File: src/rtl/arm_mem_pkg.sv
// Shared types and defaults for the IF/MEM unified-memory port arbiter.
// Optional build macro ARB_ROUND_ROBIN_EN is consumed by mem_arb_select only.
package arm_mem_pkg;

  localparam int unsigned DefaultAw = 32;
  localparam int unsigned DefaultDw = 32;

  typedef enum logic [1:0] {
    StIdle,
    StData,
    StFetch
  } arb_state_e;

  typedef enum logic {
    GntData,
    GntFetch
  } gnt_sel_e;

endpackage

File: src/rtl/mem_arb_select.sv
// Eligibility and grant pick for the memory arbiter.
// ARB_ROUND_ROBIN_EN: alternate on ties using a last-grant flag; otherwise data always wins.
module mem_arb_select
  import arm_mem_pkg::*;
(
  input  logic     clk,
  input  logic     rst,
  input  logic     idle,
  input  logic     d_rd,
  input  logic     d_wr,
  input  logic     d_ready,
  input  logic     if_req,
  input  logic     if_ready,
  output logic     gnt_valid,
  output gnt_sel_e gnt_sel
);

  logic d_elig;
  logic f_elig;

  // A port whose ready pulse is high this cycle is retiring and must not be re-granted.
  assign d_elig    = (d_rd | d_wr) & ~d_ready;
  assign f_elig    = if_req & ~if_ready;
  assign gnt_valid = idle & (d_elig | f_elig);

`ifdef ARB_ROUND_ROBIN_EN
  gnt_sel_e last_gnt_q;

  always_comb begin
    if (d_elig && f_elig) begin
      gnt_sel = (last_gnt_q == GntFetch) ? GntData : GntFetch;
    end else if (d_elig) begin
      gnt_sel = GntData;
    end else begin
      gnt_sel = GntFetch;
    end
  end

  // Reset to fetch so data takes the first tie.
  always_ff @(posedge clk or negedge rst) begin
    if (!rst) begin
      last_gnt_q <= GntFetch;
    end else if (gnt_valid) begin
      last_gnt_q <= gnt_sel;
    end
  end
`else
  logic unused_rr;
  assign unused_rr = ^{clk, rst};
  assign gnt_sel   = d_elig ? GntData : GntFetch;
`endif

endmodule

File: src/rtl/mem_port_arbiter.sv
// Shares one variable-latency memory between the IF fetch port and the MEM data port.
// Tie policy set by ARB_ROUND_ROBIN_EN (see mem_arb_select); all outputs are registered.
module mem_port_arbiter
  import arm_mem_pkg::*;
#(
  parameter int unsigned AW = DefaultAw,
  parameter int unsigned DW = DefaultDw
) (
  input  logic          clk,
  input  logic          rst,
  input  logic          if_req,
  input  logic [AW-1:0] if_addr,
  output logic [DW-1:0] if_rdata,
  output logic          if_ready,
  input  logic          d_rd,
  input  logic          d_wr,
  input  logic [AW-1:0] d_addr,
  input  logic [DW-1:0] d_wdata,
  output logic [DW-1:0] d_rdata,
  output logic          d_ready,
  output logic          mem_req,
  output logic          mem_we,
  output logic [AW-1:0] mem_addr,
  output logic [DW-1:0] mem_wdata,
  input  logic [DW-1:0] mem_rdata,
  input  logic          mem_ack
);

  arb_state_e state_q;
  logic       idle;
  logic       gnt_valid;
  gnt_sel_e   gnt_sel;

  assign idle = (state_q == StIdle);

  mem_arb_select u_select (
    .clk      (clk),
    .rst      (rst),
    .idle     (idle),
    .d_rd     (d_rd),
    .d_wr     (d_wr),
    .d_ready  (d_ready),
    .if_req   (if_req),
    .if_ready (if_ready),
    .gnt_valid(gnt_valid),
    .gnt_sel  (gnt_sel)
  );

  always_ff @(posedge clk or negedge rst) begin
    if (!rst) begin
      state_q   <= StIdle;
      mem_req   <= 1'b0;
      mem_we    <= 1'b0;
      mem_addr  <= '0;
      mem_wdata <= '0;
      if_rdata  <= '0;
      d_rdata   <= '0;
      if_ready  <= 1'b0;
      d_ready   <= 1'b0;
    end else begin
      if_ready <= 1'b0;
      d_ready  <= 1'b0;
      unique case (state_q)
        StIdle: begin
          // An ack arriving here is stale and deliberately ignored.
          if (gnt_valid) begin
            mem_req <= 1'b1;
            if (gnt_sel == GntData) begin
              state_q   <= StData;
              mem_we    <= d_wr;
              mem_addr  <= d_addr;
              mem_wdata <= d_wdata;
            end else begin
              state_q  <= StFetch;
              mem_we   <= 1'b0;
              mem_addr <= if_addr;
            end
          end
        end
        StData: begin
          if (mem_ack) begin
            state_q <= StIdle;
            mem_req <= 1'b0;
            d_ready <= 1'b1;
            if (!mem_we) begin
              d_rdata <= mem_rdata;
            end
          end
        end
        StFetch: begin
          if (mem_ack) begin
            state_q  <= StIdle;
            mem_req  <= 1'b0;
            if_ready <= 1'b1;
            if_rdata <= mem_rdata;
          end
        end
        default: begin
          state_q <= StIdle;
          mem_req <= 1'b0;
        end
      endcase
    end
  end

endmodule

File: config.mk
export PLATFORM = sky130hd
export DESIGN_NAME = mem_port_arbiter
export DESIGN_NICKNAME = d
export VERILOG_FILES = /design/src/rtl/arm_mem_pkg.sv /design/src/rtl/mem_arb_select.sv /design/src/rtl/mem_port_arbiter.sv
export SDC_FILE = /design/constraint.sdc
export NUM_CORES = 1
export LEC_CHECK = 0
export ABC_AREA = 1
export CORE_MARGIN = 8
export CORE_UTILIZATION = 66
export CTS_BUF_LIST = sky130_fd_sc_hd__clkbuf_8
export CTS_CLUSTER_SIZE = 12
export DETAILED_ROUTE_END_ITERATION = 16
export DONT_BUFFER_PORTS = 1
export MAX_ROUTING_LAYER = met4
export PLACE_DENSITY = 0.82
export SETUP_SLACK_MARGIN = 0.05
export SYNTH_ARGS = -nofsm -noshare
export SYNTH_HDL_FRONTEND = slang
export SYNTH_SLANG_ARGS = --single-unit
File: constraint.sdc
create_clock -name clk -period 2 [get_ports clk]
set_input_delay 0.6 -clock clk [delete_from_list [all_inputs] [get_ports clk]]
set_output_delay 0.6 -clock clk [all_outputs]
set_load 0.02 [all_outputs]
### Word level (Yosys, flattened, before mapping)

Index checks and enable logic that the tools add are counted.

| cells by class | value |
|---|---|
| multiplexer cells | 12 |
| bitwise operators | 8 |
| equal/unequal tests | 4 |
| reductions and logical operators | 7 |

Operator list:

| kind | number |
|---|---|
| $mux W32 | 1 |
| $mux W1 | 6 |
| $mux W2 | 3 |
| $reduce_and A2 Y1 | 3 |
| $reduce_and A3 Y1 | 2 |
| $pmux W2 S2 | 1 |
| $and A1 B1 Y1 | 3 |
| $not A1 Y1 | 3 |
| $eq A2 B1 Y1 const B | 1 |
| $eq A2 B2 Y1 const B | 1 |
| $logic_not A2 Y1 | 1 |
| $ne A2 B1 Y1 const B | 1 |
| $ne A2 B2 Y1 const B | 1 |
| $or A1 B1 Y1 | 2 |
| $pmux W1 S2 | 1 |
| $reduce_or A2 Y1 | 1 |

| storage, ports and cells | value |
|---|---|
| logic and storage cells | 40 |
| output and inout port bits | 132 |
| flip-flop bits (word level) | 134 |
| input port bits | 134 |

### Depth between registers and ports, before layout

Gate-level depths: netlist (run 1).

| depth | value |
|---|---|
| depth after elaboration | 6 |
| mapped depth | 8 |
| gate-level depth less buffers | 7 |

### Modules after synthesis

From an unflattened synthesis (run 1), not the netlist that was laid out.

| unflattened totals | value |
|---|---|
| cells, all modules | 693 |
| area total of the unflattened synthesis | 5790.6 um^2 |

Modules (own cells, without submodules):

| module | area an instance (um^2) | cells each | instances | seq. area each (um^2) |
|---|---|---|---|---|
| mem_port_arbiter | 5758.0 | 687 | 1 | 3353.2 |
| mem_arb_select | 32.5 | 6 | 1 | 0.0 |

### Worst setup path before layout (run 1)

Ideal clock, no wire load.

| timing path | value |
|---|---|
| path type | input-to-reg |
| start point | in mem_ack |
| end point | reg d_rdata[11] |
| path buffers | 2 |
| required time | 1.869 ns |
| library setup time | 0.131 ns |
| stages | 6 |
| arrival | 1.305 ns |
| path slack | 0.564 ns |
| cells stage by stage | nand2_1 > or2_1 > buf_2 > clkbuf_1 > nand2_1 > o21ai_0 |

| on the way | value |
|---|---|
| word-level cells in the longest chain between the ends | 1 |

Ends and longest elaborated chain:

| item | RTL line | RTL |
|---|---|---|
| start: declaration | mem_port_arbiter.sv:26 | `input logic mem_ack` |
| $reduce_and A3 Y1 (no line) | - |  |
| end signal: assignment | mem_port_arbiter.sv:86 | `d_rdata <= mem_rdata;` |
| end: declaration | mem_port_arbiter.sv:19 | `output logic [DW-1:0] d_rdata,` |

Every way passes these cells.
A chain may end at the register's enable or synchronous reset.

### Final worst setup path (run 1)

| timing path | value |
|---|---|
| start point | reg state_q[0] |
| end point | reg mem_addr[4] |

| on the way | value |
|---|---|
| word-level cells in the longest chain between the ends | 3 |

Ends and longest elaborated chain:

| item | RTL line | RTL |
|---|---|---|
| start: declaration | mem_port_arbiter.sv:29 | `arb_state_e state_q;` |
| start signal: assignment | mem_port_arbiter.sv:51 | `state_q <= StIdle;` |
| start signal: assignment | mem_port_arbiter.sv:69 | `state_q <= StData;` |
| start signal: assignment | mem_port_arbiter.sv:74 | `state_q <= StFetch;` |
| $logic_not A2 Y1 * | mem_port_arbiter.sv:34 | `assign idle = (state_q == StIdle);` |
| named net idle | mem_port_arbiter.sv:30 | `logic idle;` |
| $and A1 B1 Y1 | mem_arb_select.sv:24 | `assign gnt_valid = idle & (d_elig \| f_elig);` |
| $reduce_and A2 Y1 (no line) * | - |  |
| end signal: assignment | mem_port_arbiter.sv:71 | `mem_addr <= d_addr;` |
| end signal: assignment | mem_port_arbiter.sv:76 | `mem_addr <= if_addr;` |
| end: declaration | mem_port_arbiter.sv:23 | `output logic [AW-1:0] mem_addr,` |

The timed path passes the listed nets; every way through them passes the cells marked *.

==> impl_metrics.tcl, run 1 <==
set metrics [dict create \
    dp_hpwl_um 11000 \
    drive_gt1_share_pct 7.14 \
    synth_area_um2 5520 \
    violations "negative hold slack" \
    r2r_cells 7 \
    hold_class "input pin to asynchronous set/reset pin" \
    io_buffer_count 0 \
    cts.sinks 134 \
    wl_per_cell_um 18.9 \
    cts_setup_buffers 0 \
    drt_wl_total_um 14400 \
    p_per_area_nw_per_um2 1940 \
    reg2reg_from "state_q[0]" \
    min_period_over_period_pct 83.5 \
    fin_skew_ps 14.3 \
    cts_made_buffers 17 \
    cts.clk_slew.worst_paths_ps 80 \
    r2r_end "mem_addr[4]" \
    final_cell_mix "nand2_1 (336), dfrtp_1 (134), o21ai_0 (53)" \
    diodes 0 \
    tritoncts "yes" \
    routed_via_density 5.56 \
    slew_violations 0 \
    worstPathRequired_ps 2340 \
    swShare_pct 47.8 \
    slowest_stage "dfrtp_1" \
    hold_ws_ps -121 \
    final_nets 782 \
    setup_ws_ps 329 \
    ys_ff_latch 134 \
    synth-seq-area-share_pct 60.7 \
    grt_max_degree 135 \
    path_cells "inv_1 > ha_1 > inv_1 > a21oi_4 > buf_4 > nand2_1 > nand2_1" \
    tightestPinTransition_ps 963 \
    cp_max_fo 22 \
    num_vias 4239 \
    rows 33 \
    drcViolationCount 0 \
    initial_core_util_pct 67.6 \
    grt.total_usage_pct 25.5 \
    dpl_cell_area_um2 5570 \
    vdd_ir_drop_max_mv 0.932 \
    crit_cells 7 \
    rrSetupSlack_ps 330 \
    overflow 0 \
    cts.root.buffer_cell "clkbuf_8" \
    grt_pass1_vias 4393 \
    p_clk_share_pct 18.2 \
    drtAntennaViolNets 0 \
    core_um2 8180 \
    clock.fmax_mhz 599 \
    clock_latency_ps 410 \
    p_sw_w 0.00553 \
    comb_power_share_pct 23.4 \
    ys_warn_count 0 \
    synth.avg_cell_area_um2 8.43 \
    rsz0062_at_grt "no" \
    grt_pass1_wl_um 22300 \
    cp.arrival_ps 2010 \
    start_kind "flip-flop" \
    timing.critical_path.buf_inv 3 \
    final_util_pct 72.9 \
    antenna_found_initial 0 \
    fin_area_um2 5960 \
    drt_iter0_markers 260 \
    first_pass_iters 5 \
    maxSlewHeadroom_pct 35.8 \
    area.growth.synth_to_final_pct 7.86 \
    outcome "complete, but fails checks" \
    maxCapViolCount 0 \
    sequentialPowerShare_pct 58.4 \
    post-place-ws_ps 198 \
    syn_nets 792 \
    hold_viol_final 134 \
    dieWidth_um 107 \
    cts_max_level 4 \
    cts.path.max_buffers 2 \
    critical-path-top-delay-family "buffers and inverters" \
    fin_tns_setup_ps 0 \
    fin_crit_ps 1670 \
    die_h_um 107 \
    io_pins 266 \
    final_common_cell "nand2_1" \
    gp_congestion 0.897 \
    setup.worst_path.class "flip-flop to flip-flop" \
    internal_power_w 0.00603 \
    max_stage_delay_ps 400 \
    endpoint_kind "flip-flop" \
    die_area_um2 11600 \
    p_leak_nw 3.28 \
    synth_cells 655 \
    synth.distinct_cells 18 \
    setup_viol 0 \
]
[cells by family (layout without fill, tap and decap cells)]
logic type	Yosys count	after routing	synth area share, %
adder cells (fa/ha/maj)	3	3	0.680
AO/OA/AOI/OAI	66	66	6.25
AND/OR/NAND/NOR	375	375	26.5
flip-flops	134	134	60.7
buffers and inverters	77	80	5.82
[flip-flops by register name, summed over array words and instances, names as in the netlist]
name,cells
state_q,2
mem_wdata,32
mem_we,1
if_ready,1
if_rdata,32
mem_addr,32
mem_req,1
d_rdata,32
d_ready,1
[cells in the mapped netlist, drive strengths merged]
cell	n	area, um^2
o21ai	65	337
clkbuf	12	45.0
nand3	33	165
nor2	1	11.3
ha	3	37.5
buf	24	123
nand4	1	6.26
a21oi	1	8.76
or2	2	12.5
nand2	338	1270
inv	41	154
dfrtp	134	3350
[how the worst max path moves through the flow]
stage,startpoint,endpoint
2_1_floorplan,mem_ack,d_rdata[11]
3_3_place_gp,d_rd,mem_addr[6]
3_5_place_dp,d_rd,mem_addr[7]
4_1_cts,state_q[0],mem_addr[4]
5_1_grt,state_q[0],mem_addr[9]
6_report,state_q[0],mem_addr[4]
[routing by layer]
layer  up-vias  global-route usage [%]  routed length, um
met1      2003                    25.9               4870
met2       213                    42.5               7420
li1       1994                       -                  -
met5         -                       -                  0
met3        29                    10.8               1770
met4         0                    10.5                359
[per-stage QoR]
stage | power, W | hold slack [ps] | cells
3_3_place_gp | 0.00929 | 308 | 731
3_5_place_dp | 0.00954 | 309 | 731
5_1_grt | 0.0123 | -162 | 763
6_report | 0.0116 | -121 | 763
4_1_cts | 0.0117 | -145 | 763
2_1_floorplan | 0.00854 | 304 | 655
[layout make-up]
| cell class | instances | area, um^2 |
|---|---|---|
| Sequential cell | 134 | 3350 |
| Clock inverter | 13 | 121 |
| Fill cell | 607 | 2220 |
| Inverter | 41 | 154 |
| Tap cell | 105 | 131 |
| Multi-Input combinational cell | 444 | 1860 |
| Timing Repair Buffer | 7 | 77.6 |
| Clock buffer | 19 | 262 |
[power by group through the flow]
stage / Sequential [W] / Clock, W / Combinational [W]
finish: 0.00675 / 0.00211 / 0.00270
global route: 0.00691 / 0.00227 / 0.00318
CTS: 0.00680 / 0.00215 / 0.00271
detailed placement: 0.00681 / 0 / 0.00273
global placement: 0.00679 / 0 / 0.00250
floorplan: 0.00633 / 0 / 0.00221
[what timing repair did]
action,in CTS,in global routing
endpoints found under the setup margin,0,1
gates resized for setup,0,1
endpoints found under the hold margin,134,134
Power figures use the tool's default switching activity.
==> inputs of run 2 (changes only) <==
--- a/config.mk
+++ b/config.mk
@@ -7,13 +7,13 @@
 export LEC_CHECK = 0
 export ABC_AREA = 1
 export CORE_MARGIN = 8
-export CORE_UTILIZATION = 66
+export CORE_UTILIZATION = 59
 export CTS_BUF_LIST = sky130_fd_sc_hd__clkbuf_8
 export CTS_CLUSTER_SIZE = 12
 export DETAILED_ROUTE_END_ITERATION = 16
 export DONT_BUFFER_PORTS = 1
 export MAX_ROUTING_LAYER = met4
-export PLACE_DENSITY = 0.82
+export PLACE_DENSITY = 0.78
 export SETUP_SLACK_MARGIN = 0.05
 export SYNTH_ARGS = -nofsm -noshare
 export SYNTH_HDL_FRONTEND = slang
==> constraint.sdc (replaced) <==
create_clock -name clk -period 1.35 [get_ports clk]
set_input_delay 0.405 -clock clk [delete_from_list [all_inputs] [get_ports clk]]
set_output_delay 0.405 -clock clk [all_outputs]
set_load 0.02 [all_outputs]
==> run 2 against run 1 <==
Effect of this change: the flow finishes with violations (negative hold slack, negative setup slack); largest cell class unchanged; clock-buffer cell count shrank 2; worst setup slack worse by 380 ps; routed wire length rose by 14%; hold slack worse by 190 ps; global-route usage fell by 1.4 points.
==> impl_metrics.tcl, run 2 (synthesis results as in run 1) <==
set metrics [dict create \
    routed_via_density 5.77 \
    grt_pass1_vias 4461 \
    overflow 0 \
    endpoint_kind "flip-flop" \
    vdd_ir_drop_max_mv 1.58 \
    dieWidth_um 113 \
    fin_skew_ps 16.2 \
    dp_hpwl_um 10200 \
    setup_viol 37 \
    drtAntennaViolNets 0 \
    tritoncts "yes" \
    core_um2 9150 \
    cts.root.buffer_cell "clkbuf_8" \
    clock_latency_ps 410 \
    cts.sinks 134 \
    seq_area_um2 3520 \
    gp_congestion 0.879 \
    cts.clk_slew.worst_paths_ps 80 \
    drt_wl_total_um 16500 \
    p_per_area_nw_per_um2 2820 \
    grt.total_usage_pct 24.2 \
    rows 35 \
    fillCellCount 622 \
    met3_wirelength_um 1740 \
    setup.worst_path.class "flip-flop to flip-flop" \
    io_buffer_count 0 \
    clock.fmax_mhz 714 \
    drcViolationCount 0 \
    cp_max_fo 8 \
    grt_pass1_wl_um 23500 \
    fin_tns_setup_ps -723 \
    die_area_um2 12700 \
    num_vias 4624 \
    hold_class "input pin to asynchronous set/reset pin" \
    final_cell_mix "nand2_1 (303), dfrtp_2 (130), o21ai_1 (38)" \
    worstPathRequired_ps 1640 \
    initial_core_util_pct 60.4 \
    rsz0062_at_grt "yes" \
    highest_layer "met4" \
    multi_input_area_um2 2110 \
    first_pass_iters 4 \
    maxCapViolCount 0 \
    hold_ws_ps -314 \
    cp.arrival_ps 1690 \
    wl_per_cell_um 20.6 \
    diodes 0 \
    slew_violations 0 \
    drive_gt1_share_pct 38.6 \
    antenna_found_initial 0 \
    final_common_cell "nand2_1" \
    area.growth.synth_to_final_pct 26.9 \
    setup_ws_ps -49.7 \
    die_h_um 113 \
    dr_wl_met2_um 8630 \
    outcome "complete, but fails checks" \
    final_nets 815 \
    violations "negative hold slack, negative setup slack" \
    drt_iter0_markers 320 \
    io_pins 266 \
    start_kind "flip-flop" \
    cts_max_level 4 \
    max_stage_delay_ps 390 \
    cts_made_buffers 17 \
    tightestPinTransition_ps 279 \
    path_cells "inv_2 > ha_4 > nand2_2 > or2_4 > clkbuf_16 > nand2_1 > o21ai_1" \
    hold_viol_final 134 \
    p_leak_nw 3.51 \
    maxSlewHeadroom_pct 81.4 \
    min_period_over_period_pct 104 \
    slowest_stage "dfrtp_1" \
    fin_crit_ps 1400 \
    drt-met1-wl_um 5820 \
    cts.path.max_buffers 2 \
    grt_max_degree 135 \
]
## run 2: changes by cell type in the layout (fill, tap and decap cells not counted), moves of 7 or more
cell / change
nand2_2: +26
buf_6: +7
o21ai_1: +27
nand2_1: -33
o21ai_2: +17
dfrtp_2: +130
dfrtp_1: -130
clkbuf_16: +10
o21ai_0: -46
## run 2: layout make-up
class	count	share of cell area (%)
Clock inverter	14	2.16
Timing Repair Buffer	38	9.80
Timing Repair inverter	1	0.0893
Multi-Input combinational cell	445	30.2
Inverter	41	2.30
Sequential cell	134	50.2
Tap cell	111	1.98
Clock buffer	17	3.34
## run 2: power by group
part	total [W]	switching (W)	internal, W
sequential	0.0105	0.00415	0.00637
clock	0.00322	0.00157	0.00165
combinational	0.00603	0.00335	0.00268
## run 2: stage by stage
stage / setup slack, ps / utilization [%] / std cells / total power [W] / area, um^2
6_report: -49.7 / 76.6 / 801 / 0.0198 / 7010
2_1_floorplan: 5.65 / - / 655 / 0.0127 / 5570
5_1_grt: -119 / 76.6 / 801 / 0.0209 / 7010
3_3_place_gp: -29.2 / 62.3 / 747 / 0.0140 / 5700
3_5_place_dp: -121 / 62.3 / 747 / 0.0143 / 5700
4_1_cts: -37.8 / 71.1 / 789 / 0.0186 / 6510
## run 2: repair_timing
action | in CTS | in global routing
pin swaps | 0 | 3
gates cloned | 7 | 12
setup buffers | 4 | 0
hold endpoints to repair | 134 | 134
resized for setup | 161 | 105
endpoints found under the setup margin | 237 | 265
## run 2: final timing paths
kind | from | slack (ps) | end | cells after the start
setup / recovery | state_q[1] | -50 | d_rdata[4] | 7
hold / removal | rst | -310 | mem_wdata[0] | 0
setup reg to reg | state_q[1] | -50 | d_rdata[4] | 7
hold reg to reg | state_q[0] | 570 | state_q[0] | 2
max in group asynchronous | rst | 1410 | d_rdata[30] | 0
min in group clk | d_wdata[29] | 110 | mem_wdata[29] | 2
## run 2: worst max-delay path: cells and delay by family (launching register included)
family | cells | cell delay, ps
flip-flops | 1 | 390
AND/OR/NAND/NOR | 3 | 440
adder cells (fa/ha/maj) | 1 | 120
AO/OA/AOI/OAI | 1 | 60
buffers and inverters | 2 | 280
## run 2: layer usage
layer	up-vias	GRT usage, %
li1	2079	-
met1	2269	25.4
met2	246	39.9
met3	30	10.3
met4	0	8.72
met5	-	-
==> inputs of run 3 (changes only) <==
--- a/config.mk
+++ b/config.mk
@@ -5,7 +5,6 @@
 export SDC_FILE = /design/constraint.sdc
 export NUM_CORES = 1
 export LEC_CHECK = 0
-export ABC_AREA = 1
 export CORE_MARGIN = 8
 export CORE_UTILIZATION = 59
 export CTS_BUF_LIST = sky130_fd_sc_hd__clkbuf_8
@@ -15,6 +14,7 @@
 export MAX_ROUTING_LAYER = met4
 export PLACE_DENSITY = 0.78
 export SETUP_SLACK_MARGIN = 0.05
+export SKIP_LAST_GASP = 1
 export SYNTH_ARGS = -nofsm -noshare
 export SYNTH_HDL_FRONTEND = slang
 export SYNTH_SLANG_ARGS = --single-unit
==> run 3 against run 2 <==
Effect of this change: the run still ends with negative hold slack, negative setup slack left; maximum frequency shrank 16%; first-iteration DRC count grew 7.5%; combinational power grew 16%.
==> impl_metrics.tcl, run 3 <==
set metrics [dict create \
    outcome "complete, but fails checks" \
    violations "negative hold slack, negative setup slack" \
    drt_iter0_markers 344 \
    tightestPinTransition_ps 385 \
    max_stage_delay_ps 400 \
    synthArstFlopShare_pct 100 \
    rsz0062_at_grt "yes" \
    synth-seq-area-share_pct 61.9 \
    cts_made_buffers 17 \
    timing.critical_path.buf_inv 6 \
    vdd_ir_drop_max_mv 1.58 \
    grt.total_usage_pct 23.9 \
    synth_area_leaders "dfrtp_1 (62%), mux2_2 (19%), inv_1 (7.0%)" \
    fin_skew_ps 12.7 \
    synth_cells 406 \
    die_area_um2 12500 \
    setup.worst_path.class "flip-flop to flip-flop" \
    critical-path-top-delay-family "buffers and inverters" \
    die_h_um 112 \
    fillCellCount 501 \
    drtAntennaViolNets 0 \
    grt_pass1_vias 3736 \
    start_kind "flip-flop" \
    worstPathRequired_ps 1670 \
    grt_pass1_wl_um 22200 \
    synth-edff-count 0 \
    post-place-ws_ps -253 \
    num_vias 3647 \
    cp.arrival_ps 1990 \
    io_pins 266 \
    p_per_area_nw_per_um2 2900 \
    fin_crit_ps 1670 \
    cts.path.max_buffers 2 \
    setup_ws_ps -319 \
    final_util_pct 79.8 \
    setup_viol 132 \
    final_cell_mix "dfrtp_2 (121), inv_1 (99), mux2_4 (66)" \
    drcViolationCount 0 \
    hold_ws_ps -337 \
    final_nets 599 \
    initial_core_util_pct 59.8 \
    synth.distinct_cells 25 \
    cts.clk_slew.worst_paths_ps 80 \
    cts_max_level 4 \
    synthTopCellsByCount "dfrtp_1 (134), inv_1 (101), mux2_2 (93)" \
    slew_violations 0 \
    gp_congestion 0.802 \
    path_cells "inv_2 > ha_4 > inv_4 > nor3_4 > buf_6 > clkbuf_16 > buf_8 > buf_6 > a222oi_1" \
    syn_nets 543 \
    antenna_found_initial 0 \
    ys_ff_latch 134 \
    dpl_cell_area_um2 5830 \
    clock_latency_ps 430 \
    io_buffer_count 0 \
    p_leak_nw 3.57 \
    worst_path_most_repeated_cell "buf_6" \
    fin_tns_setup_ps -32400 \
    cts.sinks 134 \
    yosys.cell_count.top_type "dfrtp_1" \
    hold_class "input pin to asynchronous set/reset pin" \
    core_um2 9060 \
    area.growth.synth_to_final_pct 33.5 \
    wl_per_cell_um 29.0 \
    netlist.area_leader.share_pct 61.9 \
    fin_area_um2 7230 \
    rows 35 \
    first_pass_iters 8 \
    overflow 0 \
    endpoint_kind "flip-flop" \
    synthFlopType "dfrtp_1" \
    drt_wl_total_um 17000 \
    grt_max_degree 135 \
    slowest_stage "dfrtp_1" \
    maxCapViolCount 0 \
    routed_via_density 6.22 \
    cts.root.buffer_cell "clkbuf_8" \
    synth.avg_cell_area_um2 13.3 \
    min_period_over_period_pct 124 \
    drive_gt1_share_pct 66.9 \
    diodes 0 \
    dieWidth_um 112 \
    synth_area_um2 5420 \
    final_common_cell "dfrtp_2" \
    tritoncts "yes" \
    clock.fmax_mhz 599 \
    ys_warn_count 0 \
    hold_viol_final 134 \
    synth_top_area_cell "dfrtp_1" \
    dp_hpwl_um 10400 \
    cp_max_fo 8 \
    maxSlewHeadroom_pct 74.3 \
]
==> run 3: logic make-up (layout without fill, tap and decap cells) <==
logic type	after synthesis	in the layout	synth area share (%)
flip-flops	134	134	61.9
buffers and inverters	120	189	8.98
AND/OR/NAND/NOR	11	11	1.29
AO/OA/AOI/OAI	42	42	7.20
multiplexers	96	96	19.9
adder cells (fa/ha/maj)	3	3	0.693
==> run 3: worst paths after layout <==
check	depth (start not counted)	slack, ps	from	end
worst min-delay path	0	-340	rst	mem_addr[19]
worst max-delay path	9	-320	state_q[0]	mem_addr[23]
worst min register to register	1	610	if_rdata[13]	if_rdata[13]
min in group clk	2	120	if_addr[30]	mem_addr[30]
worst max register to register	9	-320	state_q[0]	mem_addr[23]
max in group asynchronous	0	1510	rst	mem_wdata[16]
==> run 3: power breakdown <==
part | internal (W) | switching [W] | total [W]
clock network | 0.00170 | 0.00162 | 0.00332
logic | 0.00441 | 0.00258 | 0.00699
registers | 0.00642 | 0.00424 | 0.0107
==> run 3: stage by stage <==
stage,power (W),hold WS (ps),instances
CTS,0.0191,-355,562
finish,0.0210,-337,586
global placement,0.0146,112,516
floorplan,0.0133,109,406
global route,0.0218,-371,586
detailed placement,0.0149,113,516
==> run 3: cell type report <==
| type | count | area (um^2) | share of cell area [%] |
|---|---|---|---|
| Tap cell | 111 | 139 | 1.92 |
| Multi-Input combinational cell | 152 | 1900 | 26.3 |
| Clock inverter | 14 | 150 | 2.08 |
| Timing Repair Buffer | 56 | 906 | 12.5 |
| Clock buffer | 18 | 248 | 3.43 |
| Inverter | 101 | 382 | 5.28 |
| Sequential cell | 134 | 3500 | 48.5 |
==> run 3: per-layer routing <==
metal	GRT usage [%]	part of all wire, %	up-vias
met5	-	0	-
met3	10.7	11	44
met1	23.7	34	1858
li1	-	-	1495
met2	40.8	52	250
met4	8.57	2.8	0
==> run 3: timing repair <==
| item | 4_1_cts | 5_1_grt |
|---|---|---|
| endpoints found under the setup margin | 260 | 263 |
| hold endpoints to repair | 134 | 134 |
| resized for setup | 113 | 77 |
| cloned | 4 | 13 |
| setup buffers | 10 | 12 |
| pin swaps | 2 | 28 |
